File: src/rtl/axi_pkg.sv
// Shared AXI4 encodings and the burst master sequencing states.
package axi_pkg;

    localparam logic [1:0] BURST_FIXED = 2'b00;
    localparam logic [1:0] BURST_INCR  = 2'b01;
    localparam logic [1:0] BURST_WRAP  = 2'b10;

    localparam logic [1:0] RESP_OKAY   = 2'b00;
    localparam logic [1:0] RESP_EXOKAY = 2'b01;
    localparam logic [1:0] RESP_SLVERR = 2'b10;
    localparam logic [1:0] RESP_DECERR = 2'b11;

    typedef enum logic [2:0] {
        StIdle,
        StAw,
        StW,
        StB,
        StAr,
        StR,
        StDone
    } state_e;

    // AxSIZE encoding for a full-width beat of the given data bus width.
    function automatic logic [2:0] size_from_width(input int unsigned width);
        int unsigned bytes;
        logic [2:0]  size;
        bytes = width / 8;
        size  = 3'd0;
        for (int unsigned i = 0; i < 8; i++) begin
            if ((32'd1 << i) == bytes) begin
                size = 3'(i);
            end
        end
        return size;
    endfunction

endpackage

File: src/rtl/axi_beat_pattern.sv
// Beat counter with seed+index pattern, last-beat flag and saturating mismatch counter.
module axi_beat_pattern #(
    parameter int unsigned DataWidth = 32,
    parameter int unsigned BurstLen  = 16
) (
    input  logic                 clk_i,
    input  logic                 rst_i,
    input  logic                 clr_i,
    input  logic                 adv_i,
    input  logic                 check_i,
    input  logic [DataWidth-1:0] seed_i,
    input  logic [DataWidth-1:0] data_i,
    output logic [DataWidth-1:0] data_o,
    output logic                 last_o,
    output logic                 mismatch_o,
    output logic [7:0]           err_cnt_o
);

    localparam logic [8:0] LastIdx = 9'(BurstLen - 1);

    logic [8:0] cnt_q, cnt_d;
    logic [7:0] err_q, err_d;

    assign data_o     = seed_i + DataWidth'(cnt_q);
    assign last_o     = (cnt_q == LastIdx);
    assign mismatch_o = check_i & adv_i & (data_i != data_o);
    assign err_cnt_o  = err_q;

    always_comb begin
        cnt_d = cnt_q;
        err_d = err_q;
        if (clr_i) begin
            cnt_d = '0;
            err_d = '0;
        end else begin
            if (adv_i) begin
                cnt_d = last_o ? 9'd0 : cnt_q + 9'd1;
            end
            if (mismatch_o && (err_q != 8'hFF)) begin
                err_d = err_q + 8'd1;
            end
        end
    end

    always_ff @(posedge clk_i or posedge rst_i) begin
        if (rst_i) begin
            cnt_q <= '0;
            err_q <= '0;
        end else begin
            cnt_q <= cnt_d;
            err_q <= err_d;
        end
    end

endmodule

File: src/rtl/axi_burst_master.sv
// AXI4 traffic generator: writes one seed+index INCR burst, reads it back and checks each beat.
module axi_burst_master
    import axi_pkg::*;
#(
    parameter logic [63:0] C_M_TARGET_BASE_ADDR = 64'h0,
    parameter int unsigned C_M_AXI_BURST_LEN    = 16,
    parameter int unsigned C_M_AXI_ID_WIDTH     = 1,
    parameter int unsigned C_M_AXI_ADDR_WIDTH   = 32,
    parameter int unsigned C_M_AXI_DATA_WIDTH   = 32,
    parameter int unsigned C_M_AXI_AWUSER_WIDTH = 1,
    parameter int unsigned C_M_AXI_ARUSER_WIDTH = 1,
    parameter int unsigned C_M_AXI_WUSER_WIDTH  = 1,
    parameter int unsigned C_M_AXI_RUSER_WIDTH  = 1,
    parameter int unsigned C_M_AXI_BUSER_WIDTH  = 1
) (
    input  logic                              M_AXI_ACLK,
    input  logic                              M_AXI_ARESET,
    input  logic                              i_start,
    input  logic [C_M_AXI_DATA_WIDTH-1:0]     i_seed,
    output logic                              o_busy,
    output logic                              o_done,
    output logic                              o_error,
    output logic [7:0]                        o_err_cnt,
    output logic [C_M_AXI_ID_WIDTH-1:0]       M_AXI_AWID,
    output logic [C_M_AXI_ADDR_WIDTH-1:0]     M_AXI_AWADDR,
    output logic [7:0]                        M_AXI_AWLEN,
    output logic [2:0]                        M_AXI_AWSIZE,
    output logic [1:0]                        M_AXI_AWBURST,
    output logic                              M_AXI_AWLOCK,
    output logic [3:0]                        M_AXI_AWCACHE,
    output logic [2:0]                        M_AXI_AWPROT,
    output logic [3:0]                        M_AXI_AWQOS,
    output logic [3:0]                        M_AXI_AWREGION,
    output logic [C_M_AXI_AWUSER_WIDTH-1:0]   M_AXI_AWUSER,
    output logic                              M_AXI_AWVALID,
    input  logic                              M_AXI_AWREADY,
    output logic [C_M_AXI_DATA_WIDTH-1:0]     M_AXI_WDATA,
    output logic [C_M_AXI_DATA_WIDTH/8-1:0]   M_AXI_WSTRB,
    output logic                              M_AXI_WLAST,
    output logic [C_M_AXI_WUSER_WIDTH-1:0]    M_AXI_WUSER,
    output logic                              M_AXI_WVALID,
    input  logic                              M_AXI_WREADY,
    input  logic [C_M_AXI_ID_WIDTH-1:0]       M_AXI_BID,
    input  logic [1:0]                        M_AXI_BRESP,
    input  logic [C_M_AXI_BUSER_WIDTH-1:0]    M_AXI_BUSER,
    input  logic                              M_AXI_BVALID,
    output logic                              M_AXI_BREADY,
    output logic [C_M_AXI_ID_WIDTH-1:0]       M_AXI_ARID,
    output logic [C_M_AXI_ADDR_WIDTH-1:0]     M_AXI_ARADDR,
    output logic [7:0]                        M_AXI_ARLEN,
    output logic [2:0]                        M_AXI_ARSIZE,
    output logic [1:0]                        M_AXI_ARBURST,
    output logic                              M_AXI_ARLOCK,
    output logic [3:0]                        M_AXI_ARCACHE,
    output logic [2:0]                        M_AXI_ARPROT,
    output logic [3:0]                        M_AXI_ARQOS,
    output logic [3:0]                        M_AXI_ARREGION,
    output logic [C_M_AXI_ARUSER_WIDTH-1:0]   M_AXI_ARUSER,
    output logic                              M_AXI_ARVALID,
    input  logic                              M_AXI_ARREADY,
    input  logic [C_M_AXI_ID_WIDTH-1:0]       M_AXI_RID,
    input  logic [C_M_AXI_DATA_WIDTH-1:0]     M_AXI_RDATA,
    input  logic [1:0]                        M_AXI_RRESP,
    input  logic                              M_AXI_RLAST,
    input  logic [C_M_AXI_RUSER_WIDTH-1:0]    M_AXI_RUSER,
    input  logic                              M_AXI_RVALID,
    output logic                              M_AXI_RREADY
);

    localparam int unsigned Dw     = C_M_AXI_DATA_WIDTH;
    localparam logic [7:0]  AxLen  = 8'(C_M_AXI_BURST_LEN - 1);
    localparam logic [2:0]  AxSize = size_from_width(C_M_AXI_DATA_WIDTH);

    state_e         state_q, state_d;
    logic [Dw-1:0]  seed_q, seed_d;
    logic           error_q, error_d;

    logic           start_acc;
    logic           w_hs, r_hs;
    logic [Dw-1:0]  w_data, r_exp, w_dummy_in;
    logic           w_last, r_last, r_mismatch, w_mismatch;
    logic [7:0]     w_err_cnt;

    assign start_acc  = (state_q == StIdle) & i_start;
    assign w_hs       = M_AXI_WVALID & M_AXI_WREADY;
    assign r_hs       = M_AXI_RVALID & M_AXI_RREADY;
    assign w_dummy_in = '0;

    axi_beat_pattern #(
        .DataWidth (Dw),
        .BurstLen  (C_M_AXI_BURST_LEN)
    ) u_w_pattern (
        .clk_i      (M_AXI_ACLK),
        .rst_i      (M_AXI_ARESET),
        .clr_i      (start_acc),
        .adv_i      (w_hs),
        .check_i    (1'b0),
        .seed_i     (seed_q),
        .data_i     (w_dummy_in),
        .data_o     (w_data),
        .last_o     (w_last),
        .mismatch_o (w_mismatch),
        .err_cnt_o  (w_err_cnt)
    );

    axi_beat_pattern #(
        .DataWidth (Dw),
        .BurstLen  (C_M_AXI_BURST_LEN)
    ) u_r_pattern (
        .clk_i      (M_AXI_ACLK),
        .rst_i      (M_AXI_ARESET),
        .clr_i      (start_acc),
        .adv_i      (r_hs),
        .check_i    (1'b1),
        .seed_i     (seed_q),
        .data_i     (M_AXI_RDATA),
        .data_o     (r_exp),
        .last_o     (r_last),
        .mismatch_o (r_mismatch),
        .err_cnt_o  (o_err_cnt)
    );

    logic unused_sigs;
    assign unused_sigs = ^{M_AXI_BID, M_AXI_BUSER, M_AXI_RID, M_AXI_RUSER, r_exp,
                           w_mismatch, w_err_cnt};

    assign M_AXI_AWID     = '0;
    assign M_AXI_AWADDR   = C_M_TARGET_BASE_ADDR[C_M_AXI_ADDR_WIDTH-1:0];
    assign M_AXI_AWLEN    = AxLen;
    assign M_AXI_AWSIZE   = AxSize;
    assign M_AXI_AWBURST  = BURST_INCR;
    assign M_AXI_AWLOCK   = 1'b0;
    assign M_AXI_AWCACHE  = 4'b0010;
    assign M_AXI_AWPROT   = 3'b000;
    assign M_AXI_AWQOS    = 4'b0000;
    assign M_AXI_AWREGION = 4'b0000;
    assign M_AXI_AWUSER   = '0;
    assign M_AXI_ARID     = '0;
    assign M_AXI_ARADDR   = C_M_TARGET_BASE_ADDR[C_M_AXI_ADDR_WIDTH-1:0];
    assign M_AXI_ARLEN    = AxLen;
    assign M_AXI_ARSIZE   = AxSize;
    assign M_AXI_ARBURST  = BURST_INCR;
    assign M_AXI_ARLOCK   = 1'b0;
    assign M_AXI_ARCACHE  = 4'b0010;
    assign M_AXI_ARPROT   = 3'b000;
    assign M_AXI_ARQOS    = 4'b0000;
    assign M_AXI_ARREGION = 4'b0000;
    assign M_AXI_ARUSER   = '0;
    assign M_AXI_WSTRB    = '1;
    assign M_AXI_WUSER    = '0;
    assign M_AXI_WDATA    = w_data;
    assign o_error        = error_q;

    // All handshake outputs decode straight from the state register so reset drops them at once.
    always_comb begin
        state_d       = state_q;
        seed_d        = start_acc ? i_seed : seed_q;
        error_d       = error_q;
        M_AXI_AWVALID = 1'b0;
        M_AXI_WVALID  = 1'b0;
        M_AXI_WLAST   = 1'b0;
        M_AXI_BREADY  = 1'b0;
        M_AXI_ARVALID = 1'b0;
        M_AXI_RREADY  = 1'b0;
        o_busy        = 1'b1;
        o_done        = 1'b0;

        unique case (state_q)
            StIdle: begin
                o_busy = 1'b0;
                if (i_start) begin
                    state_d = StAw;
                    error_d = 1'b0;
                end
            end
            StAw: begin
                M_AXI_AWVALID = 1'b1;
                if (M_AXI_AWREADY) state_d = StW;
            end
            StW: begin
                M_AXI_WVALID = 1'b1;
                M_AXI_WLAST  = w_last;
                if (M_AXI_WREADY && w_last) state_d = StB;
            end
            StB: begin
                M_AXI_BREADY = 1'b1;
                if (M_AXI_BVALID) begin
                    state_d = StAr;
                    if (M_AXI_BRESP != RESP_OKAY) error_d = 1'b1;
                end
            end
            StAr: begin
                M_AXI_ARVALID = 1'b1;
                if (M_AXI_ARREADY) state_d = StR;
            end
            StR: begin
                M_AXI_RREADY = 1'b1;
                if (M_AXI_RVALID) begin
                    if ((M_AXI_RRESP != RESP_OKAY) || r_mismatch || (M_AXI_RLAST && !r_last)) begin
                        error_d = 1'b1;
                    end
                    // Beat count, not RLAST, closes the read phase.
                    if (r_last) state_d = StDone;
                end
            end
            StDone: begin
                o_busy  = 1'b0;
                o_done  = 1'b1;
                state_d = StIdle;
            end
            default: state_d = StIdle;
        endcase
    end

    always_ff @(posedge M_AXI_ACLK or posedge M_AXI_ARESET) begin
        if (M_AXI_ARESET) begin
            state_q <= StIdle;
            seed_q  <= '0;
            error_q <= 1'b0;
        end else begin
            state_q <= state_d;
            seed_q  <= seed_d;
            error_q <= error_d;
        end
    end

endmodule

File: config.mk
export PLATFORM = sky130hd
export DESIGN_NAME = axi_burst_master
export DESIGN_NICKNAME = d
export VERILOG_FILES = /design/src/rtl/axi_pkg.sv /design/src/rtl/axi_beat_pattern.sv /design/src/rtl/axi_burst_master.sv
export SDC_FILE = /design/constraint.sdc
export NUM_CORES = 1
export LEC_CHECK = 0
export CAP_MARGIN = 20
export CORE_ASPECT_RATIO = 0.9
export CORE_MARGIN = 1.5
export CORE_UTILIZATION = 44
export DETAILED_ROUTE_END_ITERATION = 12
export PLACE_DENSITY = 0.88
export SYNTH_ARGS = -nofsm -noshare
export SYNTH_HDL_FRONTEND = slang
export SYNTH_SLANG_ARGS = --single-unit
File: constraint.sdc
create_clock -name M_AXI_ACLK -period 4.3 [get_ports M_AXI_ACLK]
set_clock_uncertainty 0.15 [all_clocks]
set_input_delay 0.86 -clock M_AXI_ACLK [delete_from_list [all_inputs] [get_ports M_AXI_ACLK]]
set_output_delay 0.86 -clock M_AXI_ACLK [all_outputs]
set_load 0.01 [all_outputs]
==> flow_summary.yaml, run 1 <==
route:
  wirelength_um: 16510
  viasPerCell: 5.160
  dr.pass1.iters: 7
  drtIter0Drc: 469
  ant_nets: 0
  drc: 0
  post_drt_wl_per_cell_um: 15.16
  vias: 5619
synthesis:
  ys_ff_latch: 62
  postSynthAreaPerCell_sq_um: 7.702
  synth_largest_area_cell: "dfrtp_1"
  synth_edf_count: 0
  async_reset_ff_frac: 1.000
  ys_seq_area_frac: 0.2547
  synth_area_sq_mm: 0.006092
  synth_flop_cell: "dfrtp_1"
  synthTopCellsByArea: "dfrtp_1, buf_4, nand2_1"
  synth_top_cells_by_count: "nand2_1, buf_4, dfrtp_1"
  synthCells: 791
  netlist.area_leader.share: 0.2547
  yosysMostFrequentCell: "nand2_1"
  synth_cell_types: 64
  yosysWarningCount: 0
clocking:
  clock-root-buffer: "clkbuf_16"
  postCtsHoldBufs: 0
  clkTransAtPathRegs_ns: 0.05
  clkLatencyLatePin_ns: 0.33
  clockBufferDepth: 2
  cts_tree: "yes"
  h-tree-depth: 3
  clock-sinks: 62
  numCtsBuffers: 9
setup_path:
  path_class: "reg -> out"
  path_cells: "buf_4 -> ha_1 -> a21o_1 -> a21oi_2 -> o21ai_1 -> a21oi_2 -> o21ai_2 -> a41oi_1 -> buf_4 -> nor4_2 -> xor2_1 -> clkdlybuf4s50_1"
  start_kind: "flip-flop"
  cpLargestDelayFamily: "buffers and inverters"
  endpoint_kind: "output port"
  reg2reg_depth: 12
  required_ns: 3.29
  worstPathMaxFanout: 7
  crit_slowest_cell: "clkdlybuf4s50_1"
  path_buf_inv: 3
  critPathArrivalTime_ns: 3.19
  path_depth: 12
  cp_slowest_stage_delay_ns: 0.57
pwr:
  ir_worst_vdd_mv: 0.2547
  power_density_mw_per_mm2: 503.5
  leakage_nw: 3.483
  fin_total_pwr_mw: 3.748
timing:
  slew_headroom: 0.4908
  worst_pin_slew_ns: 0.7627
  hold_viol_final: 0
  finalSetupTns_ns: 0
  period_share: 0.9764
  finalSetupViolCount: 0
  fmax_ghz: 0.2382
  period_minus_slack_ns: 4.198
  holdWs_ns: 0.3670
  drv_slew: 0
finish:
  area_delta_synth_final_pct: 22.18
  fin_nets: 1019
  multi_input_area_sq_mm: 0.003889
  regArea_sq_mm: 0.001551
  drive_gt1_frac: 0.07717
  nFillCells: 1210
global_route:
  antenna_found_initial: 1
  grt_pass1_vias: 5253
  grt_max_degree: 45
  grt_usage: 0.2257
  grt_pass1_wl_um: 26100
  grt-ovfl-total: 0
run_status:
  status: "completed"
floorplanning:
  core_area_sq_mm: 0.01341
  rows: 40
  start_util: 0.4542
  pin_count: 261
  dieArea_sq_mm: 0.01456
  fp.dieW_um: 127.0
  die_y_um: 114.6
placement:
  io_buffers: 125
  gp_congestion: 0.9231
  hpwl_um: 12680
worst_hold_path:
  hold_path.class: "reg -> reg"
  hold_path_depth: 1
flow_run:
  maxCapViolations: 0
## flip-flops by register name, summed over array words and instances (netlist names)
| register | flops |
|---|---|
| seed_q | 32 |
| u_r_pattern.cnt_q | 9 |
| u_w_pattern.cnt_q | 9 |
| u_r_pattern.err_cnt_o | 8 |
| state_q | 3 |
| o_error | 1 |
## power by group
part,internal [mW],total (mW),switching (mW)
clock,0.477,0.738,0.261
sequential,0.762,1.12,0.354
combinational,0.885,1.89,1.01
## per-stage QoR
stage	setup WS, ns	area (sq um)	cells	util
floorplan	0.4894	6576	920	-
global placement	-0.01320	7084	1071	0.5282
detailed placement	-0.1077	7084	1071	0.5282
CTS	0.008538	7406	1087	0.5521
global route	-0.01938	7441	1088	0.5548
finish	0.1017	7443	1089	0.5549
## placed cells by master (no fill, tap or decap), types with 4 or more instances in the layout
| master | synthesis | layout |
|---|---|---|
| dlymetal6s2s_1 | 0 | 7 |
| a21oi_2 | 2 | 5 |
| dlygate4sd2_1 | 0 | 4 |
| nor2_1 | 46 | 42 |
| nand2_1 | 140 | 140 |
| o21a_1 | 6 | 6 |
| xor2_1 | 25 | 25 |
| nand4_1 | 18 | 18 |
| a31oi_1 | 5 | 5 |
| xnor2_1 | 43 | 43 |
| dfrtp_1 | 62 | 62 |
| ha_1 | 21 | 21 |
| buf_4 | 131 | 23 |
| or3_1 | 8 | 8 |
| nand3_1 | 39 | 38 |
| mux2i_1 | 10 | 10 |
| a21oi_1 | 25 | 22 |
| o211ai_1 | 11 | 11 |
| clkbuf_16 | 0 | 9 |
| clkdlybuf4s50_1 | 0 | 108 |
| conb_1 | 2 | 131 |
| nand2b_1 | 16 | 16 |
| a21o_1 | 6 | 6 |
| nor4_1 | 6 | 5 |
| nor2_2 | 0 | 4 |
| o21ai_1 | 2 | 5 |
| nor2b_1 | 4 | 4 |
| o31ai_1 | 4 | 4 |
| and4_1 | 5 | 5 |
| inv_1 | 18 | 17 |
| o21ai_0 | 30 | 26 |
| and3_1 | 8 | 8 |
| nor3_1 | 16 | 14 |
| and2_1 | 5 | 5 |
## path summary, 6_finish.rpt
check	startpoint	end	slack (ns)
max	seed_q[1]	M_AXI_WDATA[31]	0.10
min	u_r_pattern.cnt_q[8]	u_r_pattern.cnt_q[8]	0.37
max reg2reg	seed_q[0]	u_r_pattern.err_cnt_o[7]	0.47
min reg2reg	u_r_pattern.cnt_q[8]	u_r_pattern.cnt_q[8]	0.37
max in group asynchronous	M_AXI_ARESET	u_w_pattern.cnt_q[1]	2.47
min in group asynchronous	M_AXI_ARESET	u_r_pattern.err_cnt_o[7]	0.82
## area by class of cell
class	instances	area share
Timing Repair Buffer	148	0.1910
Multi-Input combinational cell	676	0.5224
Inverter	18	0.009077
Sequential cell	62	0.2084
Antenna cell	1	0.0003362
Clock inverter	4	0.006051
Tap cell	168	0.02824
Clock buffer	12	0.03446
## worst register-to-register path: stages (launching register included)
cell and delay (ns):
dfrtp_1 0.37, buf_4 0.15, ha_1 0.22, fa_1 0.44
a211oi_1 0.41, or3b_4 0.23, and2_4 0.18, mux2_2 0.33
o21ai_0 0.19, nand4_1 0.24, o21ai_2 0.38, nor4_2 0.09
mux2_1 0.33
## per-layer routing
metal	share of wire	up-vias	track usage
li1	-	2690	-
met1	0.42	2640	0.2913
met2	0.48	259	0.3736
met3	0.080	30	0.05654
met4	0.021	0	0.06970
met5	0	-	0
## what timing repair did
item                       CTS  global route
setup endpoints to repair   23            17
gates resized for setup     25            20
gates cloned                 0             0
pin swaps                    2             1
setup buffers                0             1
## cells by family (layout without fill, tap and decap cells)
| group | after synthesis | in the layout | synth area share |
|---|---|---|---|
| AO/OA/AOI/OAI | 114 | 114 | 0.1228 |
| XOR/XNOR | 68 | 68 | 0.09776 |
| adder cells (fa/ha/maj) | 23 | 23 | 0.04970 |
| buffers and inverters | 182 | 182 | 0.1947 |
| flip-flops | 62 | 62 | 0.2547 |
| multiplexers | 12 | 12 | 0.02013 |
| other | 2 | 132 | 0.001233 |
| AND/OR/NAND/NOR | 328 | 328 | 0.2590 |
(Power assumes the default switching activity.)
==> inputs of run 2 (changes only) <==
--- a/config.mk
+++ b/config.mk
@@ -11,6 +11,7 @@
 export CORE_UTILIZATION = 44
 export DETAILED_ROUTE_END_ITERATION = 12
 export PLACE_DENSITY = 0.88
+export REMOVE_ABC_BUFFERS = 1
 export SYNTH_ARGS = -nofsm -noshare
 export SYNTH_HDL_FRONTEND = slang
 export SYNTH_SLANG_ARGS = --single-unit
==> run 2 against run 1 <==
  * Sequential cell count did not move
  * Wire length fell by 4.5%
  * Utilization fell by 0.61 points
  * Via count fell by 2.4%
  * Final cell count fell by 0.73%
  * Power fell by 1.9%
  * Count of clock-buffer cells in the layout fell by 1
  * Largest cell class unchanged
==> flow_summary.yaml, run 2 (same netlist as run 1, synthesis figures left out) <==
global_route:
  grt_usage: 0.2156
  grt_use_met3: 0.05000
  grt-ovfl-total: 0
  antenna_found_initial: 0
  busiest_layer: "met2"
  met2_usage: 0.3551
  grt_max_degree: 49
  grt_pass1_vias: 5054
  grt_pass1_wl_um: 24960
  met1_usage: 0.2835
finish:
  mostFrequentLayoutCell: "nand2_1"
  final_util: 0.5489
  final_cell_mix: "nand2_1, conb_1, clkdlybuf4s50_1"
  top_register: "seed_q"
  fin_nets: 1013
  largest_reg_flops: 32
  area_delta_synth_final_pct: 20.85
  diodes: 0
  drive_gt1_frac: 0.07010
  reg_top3: "seed_q x32, u_r_pattern.cnt_q x9, u_w_pattern.cnt_q x9"
route:
  post_drt_wl_per_cell_um: 14.58
  ant_nets: 0
  wirelength_um: 15760
  viasPerCell: 5.071
  dr.pass1.iters: 5
  drc: 0
  vias: 5482
  drtIter0Drc: 440
floorplanning:
  dieArea_sq_mm: 0.01456
  pin_count: 261
  fp.dieW_um: 127.0
  start_util: 0.4542
  core_area_sq_mm: 0.01341
  rows: 40
  die_y_um: 114.6
clocking:
  clock-sinks: 62
  numCtsBuffers: 9
  clkLatencyLatePin_ns: 0.33
  clkTransAtPathRegs_ns: 0.05
  clock-root-buffer: "clkbuf_16"
  cts_tree: "yes"
  clockBufferDepth: 2
  h-tree-depth: 3
timing:
  drv_slew: 0
  finalSetupViolCount: 0
  fmax_ghz: 0.2436
  period_minus_slack_ns: 4.106
  worst_pin_slew_ns: 0.7032
  period_share: 0.9549
  finalSetupTns_ns: 0
  hold_viol_final: 0
  slew_headroom: 0.5262
  grt_setup_unrepaired: "no"
setup_path:
  crit_top_cell: "a21oi_2"
  critPathArrivalTime_ns: 3.10
  worstPathMaxFanout: 7
  start_kind: "flip-flop"
  path_class: "reg -> out"
  required_ns: 3.29
  path_cells: "ha_1 -> a21o_1 -> a21oi_2 -> o21ai_1 -> a21oi_2 -> o21ai_2 -> a41oi_1 -> buf_4 -> nor2_2 -> nand3_2 -> xnor2_1 -> clkdlybuf4s50_1"
  path_buf_inv: 2
  cp_slowest_stage_delay_ns: 0.57
  cpLargestDelayFamily: "compound AO/OA/AOI/OAI gates"
  endpoint_kind: "output port"
  crit_slowest_cell: "clkdlybuf4s50_1"
pwr:
  power_density_mw_per_mm2: 499.6
  sw_frac_of_total: 0.4323
  leakage_nw: 3.392
  power.switching_mw: 1.590
  p_seq_frac: 0.301
  p_clk_frac: 0.197
  ir_worst_vdd_mv: 0.2708
  intPower_mw: 2.088
  p_comb_frac: 0.502
flow_run:
  maxCapViolations: 0
run_status:
  status: "completed"
worst_hold_path:
  hold_path.class: "reg -> reg"
placement:
  gp_congestion: 0.9805
  hpwl_um: 12220
  io_buffers: 125
run 2: cell types whose count changed in the layout (fill, tap and decap cells not counted), moves of 2 or more:
cell,delta
buf_4,-7
dlygate4sd2_1,+2
clkbuf_2,+2
clkdlybuf4s15_1,-3
clkdlybuf4s50_1,+3
dlymetal6s2s_1,-4
run 2: path summary, 6_finish.rpt:
path,from,to,slack [ns],cells past startpoint
setup / recovery,u_w_pattern.cnt_q[1],M_AXI_WDATA[23],0.19,12
hold / removal,seed_q[4],seed_q[4],0.38,2
setup reg to reg,seed_q[0],u_r_pattern.err_cnt_o[7],0.43,12
hold reg to reg,seed_q[4],seed_q[4],0.38,2
max in group asynchronous,M_AXI_ARESET,seed_q[25],2.61,4
min in group asynchronous,M_AXI_ARESET,u_r_pattern.err_cnt_o[4],0.59,2
run 2: worst min-delay path: cells and delay by family (launching register included):
family	cells	cell delay, ns
DFF	1	0.38
and+or+nand+nor	2	0.12
run 2: final cells by class:
cell class / instances / area (sq um)
clock buffers: 11 / 242.7
clock inverters: 4 / 47.55
fillers: 1236 / 6051
inverters: 18 / 67.56
multi-input cells: 676 / 3876
flip-flops and latches: 62 / 1551
well taps: 168 / 210.2
repair buffers: 142 / 1366
run 2: per-layer routing:
| layer | vias up | share of wire |
|---|---|---|
| li1 | 2668 | - |
| met1 | 2585 | 0.45 |
| met2 | 212 | 0.47 |
| met3 | 17 | 0.065 |
| met4 | 0 | 0.016 |
| met5 | - | 0 |
run 2: repair_timing:
action,CTS,global route
resized for setup,19,23
pin swaps,3,4
setup buffers,1,0
hold buffers,0,0
endpoints found under the setup margin,19,17
run 2: through the flow:
stage	setup WS, ns	total power, mW	instances	instance area, sq um	hold WS (ns)
6_report	0.1941	3.678	1081	7362	0.3813
3_3_place_gp	0.04303	2.923	1064	7032	0.3566
5_1_grt	0.001307	3.970	1081	7362	0.4278
2_1_floorplan	0.4883	2.148	756	5458	0.3309
4_1_cts	0.03277	3.685	1080	7328	0.3856
3_5_place_dp	-0.07109	2.978	1064	7032	0.3736
run 2: power groups by stage:
| stage | Clock, mW | Combinational, mW | Sequential, mW |
|---|---|---|---|
| CTS | 0.736 | 1.86 | 1.09 |
| finish | 0.723 | 1.85 | 1.11 |
| global placement | 0 | 1.83 | 1.10 |
| floorplan | 0 | 1.12 | 1.02 |
| detailed placement | 0 | 1.88 | 1.10 |
| global route | 0.763 | 2.06 | 1.14 |
==> inputs of run 3 (changes only) <==
--- a/config.mk
+++ b/config.mk
@@ -6,7 +6,6 @@
 export NUM_CORES = 1
 export LEC_CHECK = 0
 export CAP_MARGIN = 20
-export CORE_ASPECT_RATIO = 0.9
 export CORE_MARGIN = 1.5
 export CORE_UTILIZATION = 44
 export DETAILED_ROUTE_END_ITERATION = 12
==> run 3 against run 2 <==
  * Worst setup slack lost 0.099 ns
  * Largest cell class unchanged
  * Power grew 1.4%
  * Critical path type unchanged
  * Clock power grew 4.0%
  * Non-clock buffer count grew 15
  * Final cell count grew 2.2%
  * Global-route usage grew 0.29 points
  * Sequential share of layout area shrank 0.48 points
  * Cell area grew 2.3%
  * Via count grew 2.3%
==> flow_summary.yaml, run 3 (same netlist as run 1, synthesis figures left out) <==
clocking:
  h-tree-depth: 3
  clockBufferDepth: 2
  clkTransAtPathRegs_ns: 0.06
  clkLatencyLatePin_ns: 0.34
  postCtsHoldBufs: 0
  clock-root-buffer: "clkbuf_16"
  clock-sinks: 62
  numCtsBuffers: 9
  cts_tree: "yes"
pwr:
  power_density_mw_per_mm2: 495.0
  leakage_nw: 3.568
  ir_worst_vdd_mv: 0.2854
floorplanning:
  start_util: 0.4546
  pin_count: 261
  fp.dieW_um: 120.7
  core_area_sq_mm: 0.01340
  dieArea_sq_mm: 0.01456
  die_y_um: 120.7
  rows: 42
setup_path:
  path_depth: 15
  crit_slowest_cell: "fa_1"
  cpLargestDelayFamily: "compound AO/OA/AOI/OAI gates"
  r2r-end: "u_r_pattern.err_cnt_o[7]"
  path_buf_inv: 4
  required_ns: 3.29
  crit_end: "M_AXI_WDATA[20]"
  start_kind: "flip-flop"
  cp_slowest_stage_delay_ns: 0.40
  path_class: "reg -> out"
  reg2reg_setup_slack_ns: 0.41
  reg2reg_depth: 12
  critPathArrivalTime_ns: 3.19
  r2r-start: "seed_q[0]"
  path_cells: "ha_1 -> inv_1 -> fa_1 -> nor2b_1 -> o21ai_1 -> a21boi_2 -> o21ai_2 -> a21boi_2 -> o2111ai_1 -> nand3_2 -> buf_4 -> nand2_1 -> buf_4 -> xnor2_1 -> clkdlybuf4s15_1"
  worstPathMaxFanout: 3
  endpoint_kind: "output port"
  startpoint: "seed_q[0]"
finish:
  regArea_sq_mm: 0.001551
  reg_top3: "seed_q x32, u_r_pattern.cnt_q x9, u_w_pattern.cnt_q x9"
  layoutNonFillerInstCount: 1105
  mostFrequentLayoutCell: "nand2_1"
  diodes: 0
  largest_reg_flops: 32
  multi_input_area_sq_mm: 0.003882
  nFillCells: 1239
  final_cell_mix: "nand2_1, conb_1, clkdlybuf4s50_1"
  fin_nets: 1028
  top_register: "seed_q"
  drive_gt1_frac: 0.08288
  area_delta_synth_final_pct: 23.66
route:
  vias: 5607
  wirelength_um: 16260
  ant_nets: 0
  drc: 0
  viasPerCell: 5.074
  dr.pass1.iters: 6
  drtIter0Drc: 422
  post_drt_wl_per_cell_um: 14.72
timing:
  fmax_ghz: 0.2378
  slew_headroom: 0.4678
  hold_viol_final: 0
  period_minus_slack_ns: 4.205
  holdWs_ns: 0.3876
  layout_setup_ws_ns: 0.09510
  finalSetupViolCount: 0
  drv_slew: 0
  worst_pin_slew_ns: 0.7923
  period_share: 0.9779
global_route:
  grt_usage: 0.2185
  grt_pass1_wl_um: 25250
  antenna_found_initial: 0
  grt_max_degree: 49
  grt_pass1_vias: 5137
  grt-ovfl-total: 0
placement:
  post-place-cells: 1079
  place_ws_ns: -0.1422
  io_buffers: 125
  gp_congestion: 0.9485
  hpwl_um: 12290
worst_hold_path:
  hold_path.class: "reg -> reg"
  hold_path_depth: 2
run_status:
  status: "completed"
flow_run:
  maxCapViolations: 0
run 3: stage by stage:
stage	util	power [mW]	TNS, ns	cell area (sq um)
6_report	0.5622	3.729	0	7533
5_1_grt	0.5622	3.989	-0.06258	7533
4_1_cts	0.5592	3.735	0	7493
3_5_place_dp	0.5294	2.999	-0.5993	7094
3_3_place_gp	0.5294	2.947	-0.2472	7094
2_1_floorplan	-	2.148	0	5458
run 3: how the worst min path moves through the flow:
stage | slack (ns) | endpoint | from
after detailed placement | 0.37 | seed_q[8] | seed_q[8]
after floorplan | 0.33 | seed_q[0] | seed_q[0]
after global routing | 0.42 | u_r_pattern.err_cnt_o[2] | u_r_pattern.err_cnt_o[2]
after CTS | 0.38 | seed_q[8] | seed_q[8]
final | 0.39 | seed_q[8] | seed_q[8]
after global placement | 0.37 | u_r_pattern.err_cnt_o[0] | u_r_pattern.err_cnt_o[0]
run 3: power breakdown:
group | switching, mW | total, mW | internal (mW)
Sequential | 0.338 | 1.10 | 0.763
Clock | 0.274 | 0.752 | 0.477
Combinational | 0.986 | 1.88 | 0.891
run 3: layout make-up:
class | count | share of cell area
Clock buffer | 12 | 0.03405
Clock inverter | 4 | 0.005979
Multi-Input combinational cell | 676 | 0.5154
Sequential cell | 62 | 0.2059
Timing Repair Buffer | 157 | 0.2005
Inverter | 18 | 0.008969
Tap cell | 176 | 0.02923
run 3: repair_timing:
action / CTS / global route
setup buffers: 10 / 0
cloned: 0 / 0
pin swaps: 4 / 1
gates resized for setup: 20 / 22
endpoints found under the setup margin: 23 / 22
run 3: routing by layer:
| metal | share of wire | wire (um) | global-route usage |
|---|---|---|---|
| met2 | 0.49 | 7913 | 0.3697 |
| met5 | 0 | 0 | 0 |
| met3 | 0.065 | 1055 | 0.03915 |
| met1 | 0.43 | 6919 | 0.2814 |
| met4 | 0.023 | 372 | 0.07279 |
run 3: tightest hold or removal path, cell delays in order (launching register included):
cell and delay, ns:
dfrtp_1 0.39, nand2_1 0.06, nand2_1 0.06
